==> src/rtl/bram_read_arbiter.sv <==
// rtl/bram_read_arbiter.sv - two-port read arbiter in front of a single-read-port block RAM
// Grants are combinational; the response tag follows the memory's one-cycle read latency.
module bram_read_arbiter #(
  parameter int DATA_WIDTH     = 8,
  parameter int ADDR_WIDTH     = 8,
  parameter int FIXED_PRIORITY = 0,
  parameter int MAX_WAIT       = 15
) (
  input  logic                  clk,
  input  logic                  resetn,
  input  logic                  rd0_req,
  input  logic [ADDR_WIDTH-1:0] rd0_addr,
  input  logic                  rd1_req,
  input  logic [ADDR_WIDTH-1:0] rd1_addr,
  output logic                  rd0_gnt,
  output logic                  rd1_gnt,
  output logic                  rd0_valid,
  output logic                  rd1_valid,
  output logic [DATA_WIDTH-1:0] rd0_data,
  output logic [DATA_WIDTH-1:0] rd1_data,
  output logic [ADDR_WIDTH-1:0] bram_read_addr,
  output logic                  bram_read_enable,
  input  logic [DATA_WIDTH-1:0] bram_read_data
);

  localparam logic [7:0] MAX_WAIT_C = 8'(MAX_WAIT);

  logic       last_gnt;
  logic [7:0] wait_cnt;
  logic       resp_valid;
  logic       resp_port;
  logic       conflict_pick1;

  always_comb begin
    conflict_pick1 = (FIXED_PRIORITY != 0) ? (wait_cnt == MAX_WAIT_C) : ~last_gnt;
    rd0_gnt = 1'b0;
    rd1_gnt = 1'b0;
    if (resetn) begin
      if (rd0_req && rd1_req) begin
        rd0_gnt = ~conflict_pick1;
        rd1_gnt = conflict_pick1;
      end else begin
        rd0_gnt = rd0_req;
        rd1_gnt = rd1_req;
      end
    end
    bram_read_addr = rd1_gnt ? rd1_addr : rd0_addr;
  end

  assign bram_read_enable = rd0_gnt | rd1_gnt;

  always_ff @(posedge clk) begin
    if (!resetn) begin
      resp_valid <= 1'b0;
      resp_port  <= 1'b0;
      wait_cnt   <= 8'd0;
      last_gnt   <= 1'b1;
    end else begin
      resp_valid <= bram_read_enable;
      resp_port  <= rd1_gnt;
      if (bram_read_enable) last_gnt <= rd1_gnt;
      // Starvation counter saturates so the forced grant stays pending until taken.
      if (rd1_req && !rd1_gnt) begin
        if (wait_cnt < MAX_WAIT_C) wait_cnt <= wait_cnt + 8'd1;
      end else begin
        wait_cnt <= 8'd0;
      end
    end
  end

  assign rd0_valid = resp_valid & ~resp_port;
  assign rd1_valid = resp_valid & resp_port;
  assign rd0_data  = bram_read_data;
  assign rd1_data  = bram_read_data;

endmodule
==> config.mk <==
export PLATFORM = sky130hd
export DESIGN_NAME = bram_read_arbiter
export DESIGN_NICKNAME = d
export VERILOG_FILES = /design/src/rtl/bram_read_arbiter.sv
export SDC_FILE = /design/constraint.sdc
export NUM_CORES = 1
export LEC_CHECK = 0
export ABC_AREA = 1
export BUFFER_PORTS_ARGS = -buffer_cell sky130_fd_sc_hd__buf_2
export CAP_MARGIN = 40
export CORE_AREA = 2 2 39 41
export CTS_BUF_LIST = sky130_fd_sc_hd__clkbuf_8
export CTS_CLUSTER_SIZE = 20
export DETAILED_ROUTE_END_ITERATION = 12
export DIE_AREA = 0 0 41 43
export PLACE_DENSITY = 0.89
export SYNTH_ARGS = -nofsm -noshare
export SYNTH_HDL_FRONTEND = slang
export SYNTH_SLANG_ARGS = --single-unit
==> constraint.sdc <==
create_clock -name clk -period 1.1 [get_ports clk]
set_clock_uncertainty 0.2 [all_clocks]
set_input_delay 0.055 -clock clk [delete_from_list [all_inputs] [get_ports clk]]
set_output_delay 0.055 -clock clk [all_outputs]
set_load 0.02 [all_outputs]
==> reports/metrics.yaml, run 1 <==
worst_slack_ns: -0.200
yosysWarnings: 0
die_h_um: 43
wl_um: 1370
slew_headroom_pct: 70.7
synth_ff_type: "dfxtp_1"
start_kind: "flip-flop"
grt_max_degree: 11
worstHoldPathCells: 4
holdWs_ns: 0.0146
total_power_mw: 0.818
grt_overflow_total: 0
initial_core_util_pct: 27.8
grtUsageMet3_pct: 6.81
top_level_ports: 57
global_route.usage.met1_pct: 14.4
vias_per_cell: 4.49
drc: 0
ys_ff_latch: 3
cts_sinks: 3
num_vias: 512
period_share_pct: 118
reg2reg_depth: 4
die_w_um: 41
clkTransAtPathRegs_ns: 0.03
failed_checks: "negative setup slack"
async_flop_share_pct: 0
area_delta_synth_final_pct: 110
dieArea_um2: 1760
finalWeightedCongestion: 0.670
ys_top_cells_by_count: "nand2_1 (20), buf_4 (16), nand3_1 (8), inv_1 (6)"
synth_edf_count: 0
worstPathRequired_ns: 0.84
cp_max_fo: 6
place_ws_ns: -0.0967
cts_buffer_depth: 2
top_usage_layer: "met2"
diodes: 0
fin_nets: 127
antenna_found_initial: 0
drive_above_1_share_pct: 65.3
syn_area_um2: 385
yosysUniqueCellTypes: 11
setup_viol: 11
drv_slew: 0
dr.pass1.iters: 4
status: "finished, violations left"
antenna_left: 0
dpl_cell_area_um2: 457
arrival_ns: 1.04
syn_nets: 91
grt_util_all_layers_pct: 16.9
syn_inst: 63
grt_pass1_vias: 493
synth_area_leaders: "buf_4 (31%), nand2_1 (19%), dfxtp_1 (16%)"
hold_violations: 0
dr.first_iter.drc_count: 3
final_area_um2: 808
cts_root_buffer: "clkbuf_8"
min_path_type: "in2reg"
routedWlPerCell_um: 12.0
synth.most_common_cell: "nand2_1"
core_area_um2: 1380
worst-setup-path-type: "reg2out"
cts_tree: "done"
worst_pin_slew_ns: 0.441
use_met2_pct: 30.9
synth_top_area_cell: "buf_4"
rsz0062_at_grt: "yes"
num_rows: 14
dp_hpwl_um: 737
synth_top_area_share_pct: 31.2
h-tree-depth: 1
cap_violations: 0
fmaxAchievable_mhz: 769
avgSynthCellArea_um2: 6.12
grt_pass1_wl_um: 1970
end_kind: "primary output"
yosysSeqAreaShare_pct: 15.6
power_per_cell_area_nw_per_um2: 1010
fin_crit_ns: 1.30
total_leakage_power_nw: 0.483
numCtsBuffers: 3
vdd_drop_max_uv: 383
clk_latency_ns: 0.22
numPortBuffers: 32
[placed cells by master, fill, tap and decap left out]
master | Yosys | layout
inv_1 | 6 | 6
nor2_1 | 3 | 2
dfxtp_1 | 3 | 2
dfxtp_4 | 0 | 1
buf_6 | 1 | 10
nand2_8 | 0 | 3
inv_2 | 0 | 1
nand3_1 | 8 | 8
buf_4 | 16 | 6
o21ai_2 | 0 | 1
buf_2 | 0 | 20
nand2_1 | 20 | 4
clkbuf_8 | 0 | 3
o21ai_0 | 2 | 1
nand2_2 | 0 | 14
dlygate4sd3_1 | 0 | 3
dlymetal6s4s_1 | 0 | 7
clkinv_2 | 1 | 1
nand2_4 | 2 | 3
o211ai_1 | 1 | 1
nor2_4 | 0 | 1
[state kept, by name (all words and copies together) (netlist names)]
name / cells
last_gnt: 1
resp_valid: 1
resp_port: 1
[power by group]
group          internal (mW)  switching [mW]  leakage [nW]  total [mW]
registers              0.118         0.00949        0.0252       0.127
clock network          0.238          0.0753        0.0269       0.313
logic                  0.167           0.210         0.431       0.377
total                  0.523           0.295         0.483       0.818
[stage by stage]
step                      instances  TNS (ns)  utilization (%)
after global placement           95    -0.451             33.0
after detailed placement         95    -0.792             33.0
after floorplan                  63         0                -
final                           114     -1.99             58.4
after CTS                       112     -1.96             54.1
after global routing            114     -2.42             58.4
[worst max-delay path: stages (launching register included)]
cell	delay [ns]
dfxtp_4	0.38
nand2_8	0.09
nand2_8	0.10
nand2_2	0.05
nand2_2	0.07
buf_6	0.12
[repair_timing]
action,CTS,global route
setup buffers,1,2
hold buffers,10,0
endpoints found under the hold margin,17,0
endpoints found under the setup margin,11,27
pin swaps,3,3
gates resized for setup,37,14
cloned,2,0
[layer usage]
metal	vias to the layer above	share of wire (%)
met2	34	60
met5	-	0
met4	0	0
li1	253	-
met1	225	31
met3	0	8.9
[final timing paths]
path            start                end  slack (ns)
max reg2reg  last_gnt         resp_valid        0.02
min           rd0_req           last_gnt        0.01
min reg2reg  last_gnt           last_gnt        0.45
max          last_gnt  bram_read_addr[5]       -0.20
[area by class of cell]
cell class / count / area (um2)
inverters: 7 / 27.5
flip-flops and latches: 3 / 63.8
fillers: 124 / 576
clock inverters: 1 / 3.75
multi-input cells: 38 / 277
repair buffers: 46 / 375
clock buffers: 3 / 41.3
well taps: 16 / 20.0
[cells by family (layout without fill, tap and decap cells)]
logic type / Yosys count / count (layout) / share of synthesized area (%)
buffers and inverters: 24 / 57 / 41.2
AOI/OAI and AO/OA: 3 / 3 / 4.55
and+or+nand+nor: 33 / 35 / 38.6
DFF: 3 / 3 / 15.6
(Power assumes the default switching activity.)
==> inputs of run 2 (changes only) <==
==> constraint.sdc (replaced) <==
create_clock -name clk -period 1.6 [get_ports clk]
set_clock_uncertainty 0.2 [all_clocks]
set_input_delay 0.08 -clock clk [delete_from_list [all_inputs] [get_ports clk]]
set_output_delay 0.08 -clock clk [all_outputs]
set_load 0.02 [all_outputs]
==> run 2 against run 1 <==
The run now ends clean; utilization is 17 points lower; sequential share of layout area is 2.5 points higher; power is 42% lower; design area is 28% lower; setup slack better by 0.31 ns; largest cell class unchanged.
==> reports/metrics.yaml, run 2 (synthesized netlist as in run 1, its figures left out) <==
p_switching_mw: 0.166
top_regs: "last_gnt (1), resp_port (1), resp_valid (1)"
grt_util_all_layers_pct: 12.9
total_leakage_power_nw: 0.371
worstHoldPathCells: 3
die_w_um: 41
final_area_um2: 579
dieArea_um2: 1760
power_per_cell_area_nw_per_um2: 823
final_cell_mix: "buf_2 (32), nand2_1 (20), dlygate4sd3_1 (10), nand3_1 (8), inv_1 (7)"
fin_crit_ns: 1.49
dr.pass1.iters: 2
p_sw_share_pct: 34.9
drive_above_1_share_pct: 41.3
antenna_left: 0
die_h_um: 43
status: "finished, final reports clean"
vdd_drop_max_uv: 294
drv_slew: 0
grt_overflow_total: 0
worstPathRequired_ns: 1.50
core_area_um2: 1380
dr.first_iter.drc_count: 8
worst-setup-path-type: "in2reg"
min_path_type: "in2reg"
cts_hold_buf: 10
clock_power_share_pct: 45.0
numCtsBuffers: 3
reg2reg_depth: 2
cap_violations: 0
worst_pin_slew_ns: 0.412
initial_core_util_pct: 27.8
antenna_found_initial: 0
cp_max_fo: 2
wl_um: 933
num_rows: 14
diodes: 0
final_common_cell: "buf_2"
finalWeightedCongestion: 0.666
end_kind: "flip-flop"
h-tree-depth: 1
fin_nets: 121
vias_per_cell: 4.23
period_share_pct: 93.4
p_seq_share_pct: 18.0
num_vias: 457
setup_viol: 0
cts_root_buffer: "clkbuf_8"
cts_tree: "done"
intPower_mw: 0.310
total_power_mw: 0.477
grt_max_degree: 13
combinationalPowerShare_pct: 37.0
slew_headroom_pct: 72.4
arrival_ns: 1.39
cts-resized-gates: 0
cts_sinks: 3
clkTransAtPathRegs_ns: 0.03
grt_pass1_wl_um: 1570
rsz0062_at_grt: "no"
post_cts_buffers: 0
numPortBuffers: 32
area_delta_synth_final_pct: 50.3
dpl_cell_area_um2: 434
routedWlPerCell_um: 8.64
hold_violations: 0
fmaxAchievable_mhz: 669
setup_tns_ns: 0
clk_latency_ns: 0.22
grt_pass1_vias: 440
dp_hpwl_um: 717
top_level_ports: 57
drc: 0
cts_buffer_depth: 2
start_kind: "primary input"
-- run 2: worst paths after layout --
| path | startpoint | endpoint | slack [ns] |
|---|---|---|---|
| worst max register to register | last_gnt | last_gnt | 0.19 |
| worst max-delay path | resetn | last_gnt | 0.11 |
| worst min register to register | last_gnt | resp_valid | 0.47 |
| worst min-delay path | rd0_req | resp_valid | 0.03 |
-- run 2: area by class of cell --
cell class	count	area, um2
clock buffer	3	41.3
multi-input combinational	36	166
sequential	3	60.1
clock inverter	1	3.75
fill	151	805
timing repair buffer	42	260
inverter	7	27.5
tap	16	20.0
-- run 2: power by group through the flow --
stage	sequential, mW	combinational [mW]	clock (mW)
after floorplan	0.0859	0.134	0
after global placement	0.0862	0.124	0
after detailed placement	0.0867	0.127	0
after CTS	0.0859	0.178	0.218
after global routing	0.0861	0.194	0.234
final	0.0858	0.176	0.215
-- run 2: stage by stage --
step                util (%)  setup slack [ns]  hold WS [ns]  instances
floorplan                  -             0.371       -0.0214         63
global placement        31.4             0.426       -0.0398         94
detailed placement      31.4             0.379       -0.0398         94
CTS                     41.9             0.120        0.0237        108
global route            41.9            0.0367        0.0596        108
finish                  41.9             0.106        0.0322        108
-- run 2: worst max-delay path, stage by stage --
cell,delay (ns)
buf_2,0.09
dlygate4sd3_1,0.57
o211ai_1,0.09
dlygate4sd3_1,0.56
-- run 2: metal layers --
metal	wire length, um	vias up	GRT usage, %
li1	-	235	-
met1	312	189	14.3
met2	493	30	19.7
met3	107	3	4.71
met4	19	0	8.00
met5	0	-	0
==> inputs of run 3 (changes only) <==
--- a/config.mk
+++ b/config.mk
@@ -14,6 +14,7 @@
 export DETAILED_ROUTE_END_ITERATION = 12
 export DIE_AREA = 0 0 41 43
 export PLACE_DENSITY = 0.89
+export SKIP_CTS_REPAIR_TIMING = 1
 export SYNTH_ARGS = -nofsm -noshare
 export SYNTH_HDL_FRONTEND = slang
 export SYNTH_SLANG_ARGS = --single-unit
==> constraint.sdc (replaced) <==
create_clock -name clk -period 1.85 [get_ports clk]
set_clock_uncertainty 0.2 [all_clocks]
set_input_delay 0.0925 -clock clk [delete_from_list [all_inputs] [get_ports clk]]
set_output_delay 0.0925 -clock clk [all_outputs]
set_load 0.02 [all_outputs]
==> run 3 against run 2 <==
Largest cell class unchanged; first-iteration DRC count is 13% higher; combinational power is 15% lower; largest power group unchanged; design area is 1.7% lower; final cell count is 0.93% lower; the flow now finishes with violations (negative hold slack); highest routed layer unchanged.
==> reports/metrics.yaml, run 3 (synthesized netlist as in run 1, its figures left out) <==
status: "finished, violations left"
failed_checks: "negative hold slack"
instances_no_fill: 107
setup_tns_ns: 0
clk_latency_ns: 0.22
min_path_type: "in2reg"
dr.pass1.iters: 3
drive_above_1_share_pct: 41.8
numPortBuffers: 32
cts_buffer_depth: 2
dp_hpwl_um: 717
p_seq_share_pct: 18.1
antenna_left: 0
diodes: 0
num_vias: 459
cp_max_fo: 12
cp_common_cell: "nand2_1"
arrival_ns: 1.39
start_kind: "primary input"
combinationalPowerShare_pct: 36.6
slew_headroom_pct: 72.3
grt_pass1_vias: 397
total_leakage_power_nw: 0.369
fillCellCount: 151
intPower_mw: 0.266
antenna_found_initial: 0
top_regs: "last_gnt (1), resp_port (1), resp_valid (1)"
dp_cells: 94
finalWeightedCongestion: 0.666
die_w_um: 41
final_cell_mix: "buf_2 (32), nand2_1 (20), dlygate4sd3_1 (9), nand3_1 (8), inv_1 (7)"
clock_power_share_pct: 45.3
drv_slew: 0
p_sw_share_pct: 34.9
routedWlPerCell_um: 8.52
end_kind: "primary output"
reg2reg_depth: 3
grt_max_degree: 13
power_per_cell_area_nw_per_um2: 719
area_delta_synth_final_pct: 47.7
crit_slowest_cell: "dlygate4sd3_1"
die_h_um: 43
cts_root_buffer: "clkbuf_8"
vdd_drop_max_uv: 260
fin_nets: 120
worst_pin_slew_ns: 0.414
slowest_delay_ns: 0.53
vias_per_cell: 4.29
p_switching_mw: 0.143
numCtsBuffers: 3
grt_util_all_layers_pct: 12.0
worstHoldPathCells: 3
cts_sinks: 3
cap_violations: 0
cts_tree: "done"
num_rows: 14
top_level_ports: 57
dr.first_iter.drc_count: 9
drc: 0
core_area_um2: 1380
fmaxAchievable_mhz: 593
setup_viol: 0
initial_core_util_pct: 27.8
grt_overflow_total: 0
clkTransAtPathRegs_ns: 0.03
final_common_cell: "buf_2"
hold_violations: 1
period_share_pct: 91.2
wl_um: 912
path_cells: "dlygate4sd3_1 > buf_2 > nand2_1 > clkinv_2 > nand2_4 > nand2_1 > nand2_1 > buf_2"
dieArea_um2: 1760
rsz0062_at_grt: "no"
fin_crit_ns: 1.69
grt_pass1_wl_um: 1450
worst-setup-path-type: "in2out"
holdWs_ns: -0.0102
h-tree-depth: 1
worstPathRequired_ns: 1.56
-- run 3: cell count changes in the layout (fill, tap and decap cells not counted) --
| cell | previous run | this run |
|---|---|---|
| dlygate4sd3_1 | 10 | 9 |
-- run 3: cell type report --
cell class,count,area (um2),area share (%)
inverter,7,27.5,4.84
clock buffer,3,41.3,7.25
timing repair buffer,41,250,44.0
multi-input combinational,36,166,29.2
clock inverter,1,3.75,0.659
tap,16,20.0,3.52
sequential,3,60.1,10.5
-- run 3: metrics by stage --
stage               cell area, um2  setup WS [ns]  total power, mW  utilization, %
global route                   569         0.0430            0.442            41.1
CTS                            479          0.374            0.373            34.6
floorplan                      385          0.609            0.191               -
finish                         569          0.163            0.409            41.1
global placement               434          0.663            0.182            31.4
detailed placement             434          0.616            0.185            31.4
-- run 3: final timing paths --
check,startpoint,end,slack [ns]
worst max register to register,last_gnt,resp_valid,0.77
worst max-delay path,resetn,bram_read_addr[2],0.16
worst min register to register,last_gnt,last_gnt,0.37
worst min-delay path,rd1_req,last_gnt,-0.01
-- run 3: metal layers --
| metal | wire length [um] | up-vias | track usage (%) |
|---|---|---|---|
| li1 | - | 232 | - |
| met1 | 293 | 189 | 12.4 |
| met2 | 479 | 33 | 17.2 |
| met3 | 111 | 5 | 5.76 |
| met4 | 27 | 0 | 10.0 |
| met5 | 0 | - | 0 |
-- run 3: worst max-delay path, delay by kind of cell --
| kind | cells | cell delay (ns) |
|---|---|---|
| buffers and inverters | 4 | 0.95 |
| AND/OR/NAND/NOR | 4 | 0.35 |
-- run 3: power groups by stage --
stage	clock (mW)	sequential [mW]	combinational [mW]
global placement	0	0.0746	0.107
floorplan	0	0.0743	0.116
finish	0.185	0.0742	0.150
detailed placement	0	0.0750	0.110
global route	0.202	0.0744	0.165
CTS	0.189	0.0743	0.110
